**src/rtl/uart_pkg.sv**
```systemverilog
// Shared UART definitions: transmitter FSM encoding and line/frame constants.
package uart_pkg;

  typedef enum logic [2:0] {
    ST_IDLE   = 3'd0,
    ST_START  = 3'd1,
    ST_DATA   = 3'd2,
    ST_PARITY = 3'd3,
    ST_STOP   = 3'd4
  } tx_state_t;

  localparam logic        UART_IDLE_LEVEL = 1'b1;
  localparam int unsigned UART_DATA_BITS  = 8;

endpackage

```
**src/rtl/byte_fifo.sv**
```systemverilog
// Synchronous FIFO with occupancy count; pushes are refused when full, pops when empty.
module byte_fifo #(
  parameter int unsigned DEPTH = 16,
  parameter int unsigned WIDTH = 8
) (
  input  logic                   clk,
  input  logic                   rst,
  input  logic                   push,
  input  logic                   pop,
  input  logic [WIDTH-1:0]       din,
  output logic [WIDTH-1:0]       dout,
  output logic                   full,
  output logic                   empty,
  output logic [$clog2(DEPTH):0] level
);

  localparam int unsigned PTR_W = $clog2(DEPTH);
  localparam int unsigned LVL_W = PTR_W + 1;

  logic [WIDTH-1:0] mem [DEPTH];
  logic [PTR_W-1:0] wr_ptr;
  logic [PTR_W-1:0] rd_ptr;
  logic             do_push;
  logic             do_pop;

  assign full    = (level == LVL_W'(DEPTH));
  assign empty   = (level == '0);
  assign do_push = push && !full;
  assign do_pop  = pop && !empty;
  assign dout    = mem[rd_ptr];

  // Pointers wrap naturally because DEPTH is a power of two.
  always_ff @(posedge clk or posedge rst) begin
    if (rst) begin
      wr_ptr <= '0;
      rd_ptr <= '0;
      level  <= '0;
    end else begin
      if (do_push) wr_ptr <= wr_ptr + PTR_W'(1);
      if (do_pop)  rd_ptr <= rd_ptr + PTR_W'(1);
      case ({do_push, do_pop})
        2'b10:   level <= level + LVL_W'(1);
        2'b01:   level <= level - LVL_W'(1);
        default: level <= level;
      endcase
    end
  end

  always_ff @(posedge clk) begin
    if (do_push) mem[wr_ptr] <= din;
  end

endmodule

```
**src/rtl/uart_buffered_tx.sv**
```systemverilog
// Buffered 8N1 UART transmitter fed through a byte FIFO.
// Define UART_TX_PARITY_EN to insert an even-parity bit between data and stop.
module uart_buffered_tx
  import uart_pkg::*;
#(
  parameter int unsigned CLK_HZ     = 100000000,
  parameter int unsigned BAUD       = 19200,
  parameter int unsigned FIFO_DEPTH = 16
) (
  input  logic                        clk,
  input  logic                        rst,
  input  logic                        wr_valid,
  input  logic [7:0]                  wr_data,
  output logic                        wr_ready,
  output logic [$clog2(FIFO_DEPTH):0] level,
  output logic                        busy,
  output logic                        txd
);

  localparam int unsigned DIV   = CLK_HZ / BAUD;
  localparam int unsigned CNT_W = $clog2(DIV);
  localparam int unsigned IDX_W = $clog2(UART_DATA_BITS);

  tx_state_t                 state_q, state_d;
  logic [CNT_W-1:0]          cnt_q, cnt_d;
  logic [IDX_W-1:0]          idx_q, idx_d;
  logic [UART_DATA_BITS-1:0] sh_q, sh_d;
  logic                      txd_d;
  logic                      busy_d;
  logic                      pop_c;
  logic                      bit_end;
  logic                      start_frame;
  logic [7:0]                fifo_dout;
  logic                      fifo_full;
  logic                      fifo_empty;
`ifdef UART_TX_PARITY_EN
  logic                      par_q, par_d;
`endif

  assign wr_ready = !fifo_full;

  byte_fifo #(
    .DEPTH (FIFO_DEPTH),
    .WIDTH (8)
  ) u_fifo (
    .clk   (clk),
    .rst   (rst),
    .push  (wr_valid),
    .pop   (pop_c),
    .din   (wr_data),
    .dout  (fifo_dout),
    .full  (fifo_full),
    .empty (fifo_empty),
    .level (level)
  );

  assign bit_end     = (cnt_q == CNT_W'(DIV - 1));
  // A frame begins from idle, or straight out of a finished stop bit.
  assign start_frame = !fifo_empty &&
                       ((state_q == ST_IDLE) || ((state_q == ST_STOP) && bit_end));

  always_comb begin
    state_d = state_q;
    cnt_d   = cnt_q;
    idx_d   = idx_q;
    sh_d    = sh_q;
    pop_c   = 1'b0;
`ifdef UART_TX_PARITY_EN
    par_d   = par_q;
`endif

    if (state_q != ST_IDLE) cnt_d = bit_end ? '0 : cnt_q + CNT_W'(1);

    case (state_q)
      ST_START: if (bit_end) state_d = ST_DATA;
      ST_DATA: begin
        if (bit_end) begin
          sh_d = sh_q >> 1;
          if (idx_q == IDX_W'(UART_DATA_BITS - 1)) begin
`ifdef UART_TX_PARITY_EN
            state_d = ST_PARITY;
`else
            state_d = ST_STOP;
`endif
          end else begin
            idx_d = idx_q + IDX_W'(1);
          end
        end
      end
`ifdef UART_TX_PARITY_EN
      ST_PARITY: if (bit_end) state_d = ST_STOP;
`endif
      ST_STOP:  if (bit_end) state_d = ST_IDLE;
      default:  state_d = ST_IDLE;
    endcase

    if (start_frame) begin
      pop_c   = 1'b1;
      sh_d    = fifo_dout;
      cnt_d   = '0;
      idx_d   = '0;
      state_d = ST_START;
`ifdef UART_TX_PARITY_EN
      par_d   = ^fifo_dout;
`endif
    end

    // Line value tracks the state being entered so txd stays a plain register.
    case (state_d)
      ST_START: txd_d = 1'b0;
      ST_DATA:  txd_d = sh_d[0];
`ifdef UART_TX_PARITY_EN
      ST_PARITY: txd_d = par_d;
`endif
      default:  txd_d = UART_IDLE_LEVEL;
    endcase
    busy_d = (state_d != ST_IDLE);
  end

  always_ff @(posedge clk or posedge rst) begin
    if (rst) begin
      state_q <= ST_IDLE;
      cnt_q   <= '0;
      idx_q   <= '0;
      sh_q    <= '0;
      txd     <= UART_IDLE_LEVEL;
      busy    <= 1'b0;
`ifdef UART_TX_PARITY_EN
      par_q   <= 1'b0;
`endif
    end else begin
      state_q <= state_d;
      cnt_q   <= cnt_d;
      idx_q   <= idx_d;
      sh_q    <= sh_d;
      txd     <= txd_d;
      busy    <= busy_d;
`ifdef UART_TX_PARITY_EN
      par_q   <= par_d;
`endif
    end
  end

endmodule

```
**config.mk**
```make
export PLATFORM = sky130hd
export DESIGN_NAME = uart_buffered_tx
export DESIGN_NICKNAME = d
export VERILOG_FILES = /design/src/rtl/uart_pkg.sv /design/src/rtl/byte_fifo.sv /design/src/rtl/uart_buffered_tx.sv
export SDC_FILE = /design/constraint.sdc
export NUM_CORES = 1
export LEC_CHECK = 0
export ABC_CLOCK_PERIOD_IN_PS = 3450
export CORE_MARGIN = 2
export CORE_UTILIZATION = 35
export DETAILED_ROUTE_END_ITERATION = 8
export DONT_BUFFER_PORTS = 1
export SYNTH_ARGS = -nofsm -noshare
export SYNTH_HDL_FRONTEND = slang
export SYNTH_SLANG_ARGS = --single-unit
```
**constraint.sdc**
```tcl
create_clock -name clk -period 3.45 [get_ports clk]
set_clock_uncertainty 0.1 [all_clocks]
set_input_delay 1.035 -clock clk [delete_from_list [all_inputs] [get_ports clk]]
set_output_delay 1.035 -clock clk [all_outputs]
set_load 0.005 [all_outputs]
```
==> summary.txt <==
placed cell area = 7540 um^2
post-synthesis mux area share = 0.107
Hold EP = idx_q[2]
hold violation count in the final report = 0
critical path data arrival time = 3.27 ns
commonest non-fill, non-tap cell in the layout = edfxtp_1
total negative slack = 0 ns
effective utilization at floorplan = 0.355
TritonCTS clock tree = done
post-cts resize count = 0
status = finished clean
fill cell count = 1794
measured slew at the worst slew-check pin = 0.882 ns
Compound-Gate Fraction of Synth Area = 0.0650
post-synthesis register bit count = 170
global routing usage on met2 = 0.237
H-tree depth = 4
met3 Use GR = 0.0394
DP Worst Slack = 0.419 ns
HP Start = idx_q[2]
Final period util = 0.889
critical path start-end classification = register to register
grt met1 use = 0.188
hold buffers post-CTS = 0
top post-synthesis cells by area = edfxtp_1 54%, dfrtp_1 14%, mux4_2 10%
Max Cap Violations = 0
most used routing layer = met2
synth-to-layout area growth = 13.6%
yosys synthesis warning count = 0
routed vias = 3955
clk sink count = 170
hold path depth = 2
Syn Std Cell Area = 7140 um^2
die area = 21600 um^2
Synth Area in Adders = 0.0193
WL per Instance = 19.6 um
Max Root-Sink Buffers = 2
n_diodes = 0
post-synth net total = 467
I/O Pins = 19
# rows = 52
required time of the critical path = 3.66 ns
drt pass-1 iters = 5
sequential element share of the synthesized area = 0.686
ys async rst share = 0.247
root buf cell = clkbuf_16
EDFF count, synth = 128
unrepaired setup endpoints after global routing = false
Vert. Die Dim = 147 um
Max Slew Vio Count = 0
grt total ovfl = 0
initial drt markers = 278
Final setup viols = 0
Worst-Skew Late Latency = 0.42 ns
Yosys top cell area share = 0.538
Max Fanout on Critical Path = 7
layout net count = 485
initial antenna violation count = 0
IO Port Bufs = 0
post-detail-place hpwl = 9460 um
GP Congestion = 0.826
top_reg_cell synth = edfxtp_1
R2R depth = 10
layout cells sized above 1 = 0.202
Worst setup SP type = register
FF-to-FF Start = cnt_q[0]
syn avg cell area = 16.0 um^2
Slew HR = 0.408
Reg-to-Reg End = u_fifo.level[4]
Die W = 147 um
R2R Setup Slk = 0.38 ns
Period minus WS final = 3.07 ns
Synth area leader = edfxtp_1
Multi-input gate area = 2110 um^2
GRT Util Overall = 0.143
Lkg Pwr = 0.00277 uW
setup ws final = 0.383 ns
TritonCTS Buffers = 17
first-pass GRT wire length = 23500 um
Setup crit start = cnt_q[0]
pwr/cell area = 597 nW/um^2
xor/xnor share of the synthesized area = 0.0245
Post-CTS Setup Inserts = 0
maximum VDD drop = 0.331 mV
most frequent cells in the layout = 128 x edfxtp_1, 40 x dfrtp_1, 32 x mux4_2, 32 x nor2_1, 22 x buf_4
Sequential Area = 4900 um^2
hold crit path type = register to register
Max Freq = 326 MHz
largest net degree at the start of global routing = 27
routed wire length = 14600 um
DRC = 0
antenna-violating nets left = 0
Avg Vias per Cell = 5.30
largest family of logic cells by synthesized area = multiplexers
kind of end point of the critical path = register
post-route cell area = 8110 um^2
vias in the first global route = 4227
Synth Area in Simple Gates = 0.0803
final hold slack = 0.436 ns
cell count after synthesis = 445
core box area = 20100 um^2
Clock transition at path regs = 0.06 ns
Synth cell types = 48
[layout make-up]
| cell class | instances | area share |
|---|---|---|
| inverter | 8 | 0.00370 |
| tap | 270 | 0.0417 |
| clock inverter | 14 | 0.0168 |
| timing repair buffer | 22 | 0.0204 |
| sequential | 170 | 0.604 |
| multi-input combinational | 244 | 0.261 |
| clock buffer | 18 | 0.0529 |
[synthesized netlist by cell type (all sizes together), types with 5 or more instances]
cell / instances
dfrtp: 41
ha: 11
a21oi: 8
edfxtp: 128
inv: 8
xor2: 11
nand3: 8
xnor2: 9
nor2: 32
buf: 7
o21ai: 14
a31oi: 10
nor3: 11
clkbuf: 16
nand4: 5
nor2b: 11
a211oi: 7
a22oi: 16
nand2: 21
mux4: 32
[kinds of logic after synthesis]
logic type,Yosys count
mux,36
fa+ha+maj,11
buf+inv,31
compound gates,67
flops,170
simple gates,110
xor+xnor,20
[metrics by stage]
stage / power [uW] / utilization / cells
CTS: 4880 / 0.403 / 746
global route: 5030 / 0.403 / 746
detailed placement: 3050 / 0.375 / 714
global placement: 3010 / 0.375 / 714
finish: 4840 / 0.403 / 746
floorplan: 2870 / - / 445
[flip-flops by register name (all words and copies together), names as in the netlist]
signal	cells
busy	1
cnt_q	13
idx_q	3
sh_q	8
state_q	3
txd	1
u_fifo.level	5
u_fifo.mem	128
u_fifo.rd_ptr	4
u_fifo.wr_ptr	4
[worst max path at each step]
stage	end	cells after the start
4_1_cts	u_fifo.level[4]	10
3_3_place_gp	u_fifo.level[4]	9
2_1_floorplan	u_fifo.level[4]	10
3_5_place_dp	u_fifo.level[4]	10
6_report	u_fifo.level[4]	10
5_1_grt	u_fifo.level[4]	10
[critical path, stage by stage (launching register included)]
cell	delay [ns]
dfrtp_1	0.41
ha_1	0.23
and4b_1	0.29
nand3_2	0.19
a2111oi_4	0.45
ha_1	0.34
ha_1	0.32
a311o_1	0.33
nand2_1	0.07
a31oi_1	0.09
xnor2_1	0.13
[layer usage]
layer  routed length, um  part of all wire
met1                6340              0.43
met2                7300              0.50
met3                 755             0.052
met4                 204             0.014
met5                   0                 0
[where the power goes]
part	leakage, uW	switching, uW	total [uW]	internal (uW)
combinational	0.000824	269	459	190
clock	0.000269	823	1830	1010
sequential	0.00168	137	2550	2410
total	0.00277	1230	4840	3610
Note: power is estimated with default switching activity, not from simulation.
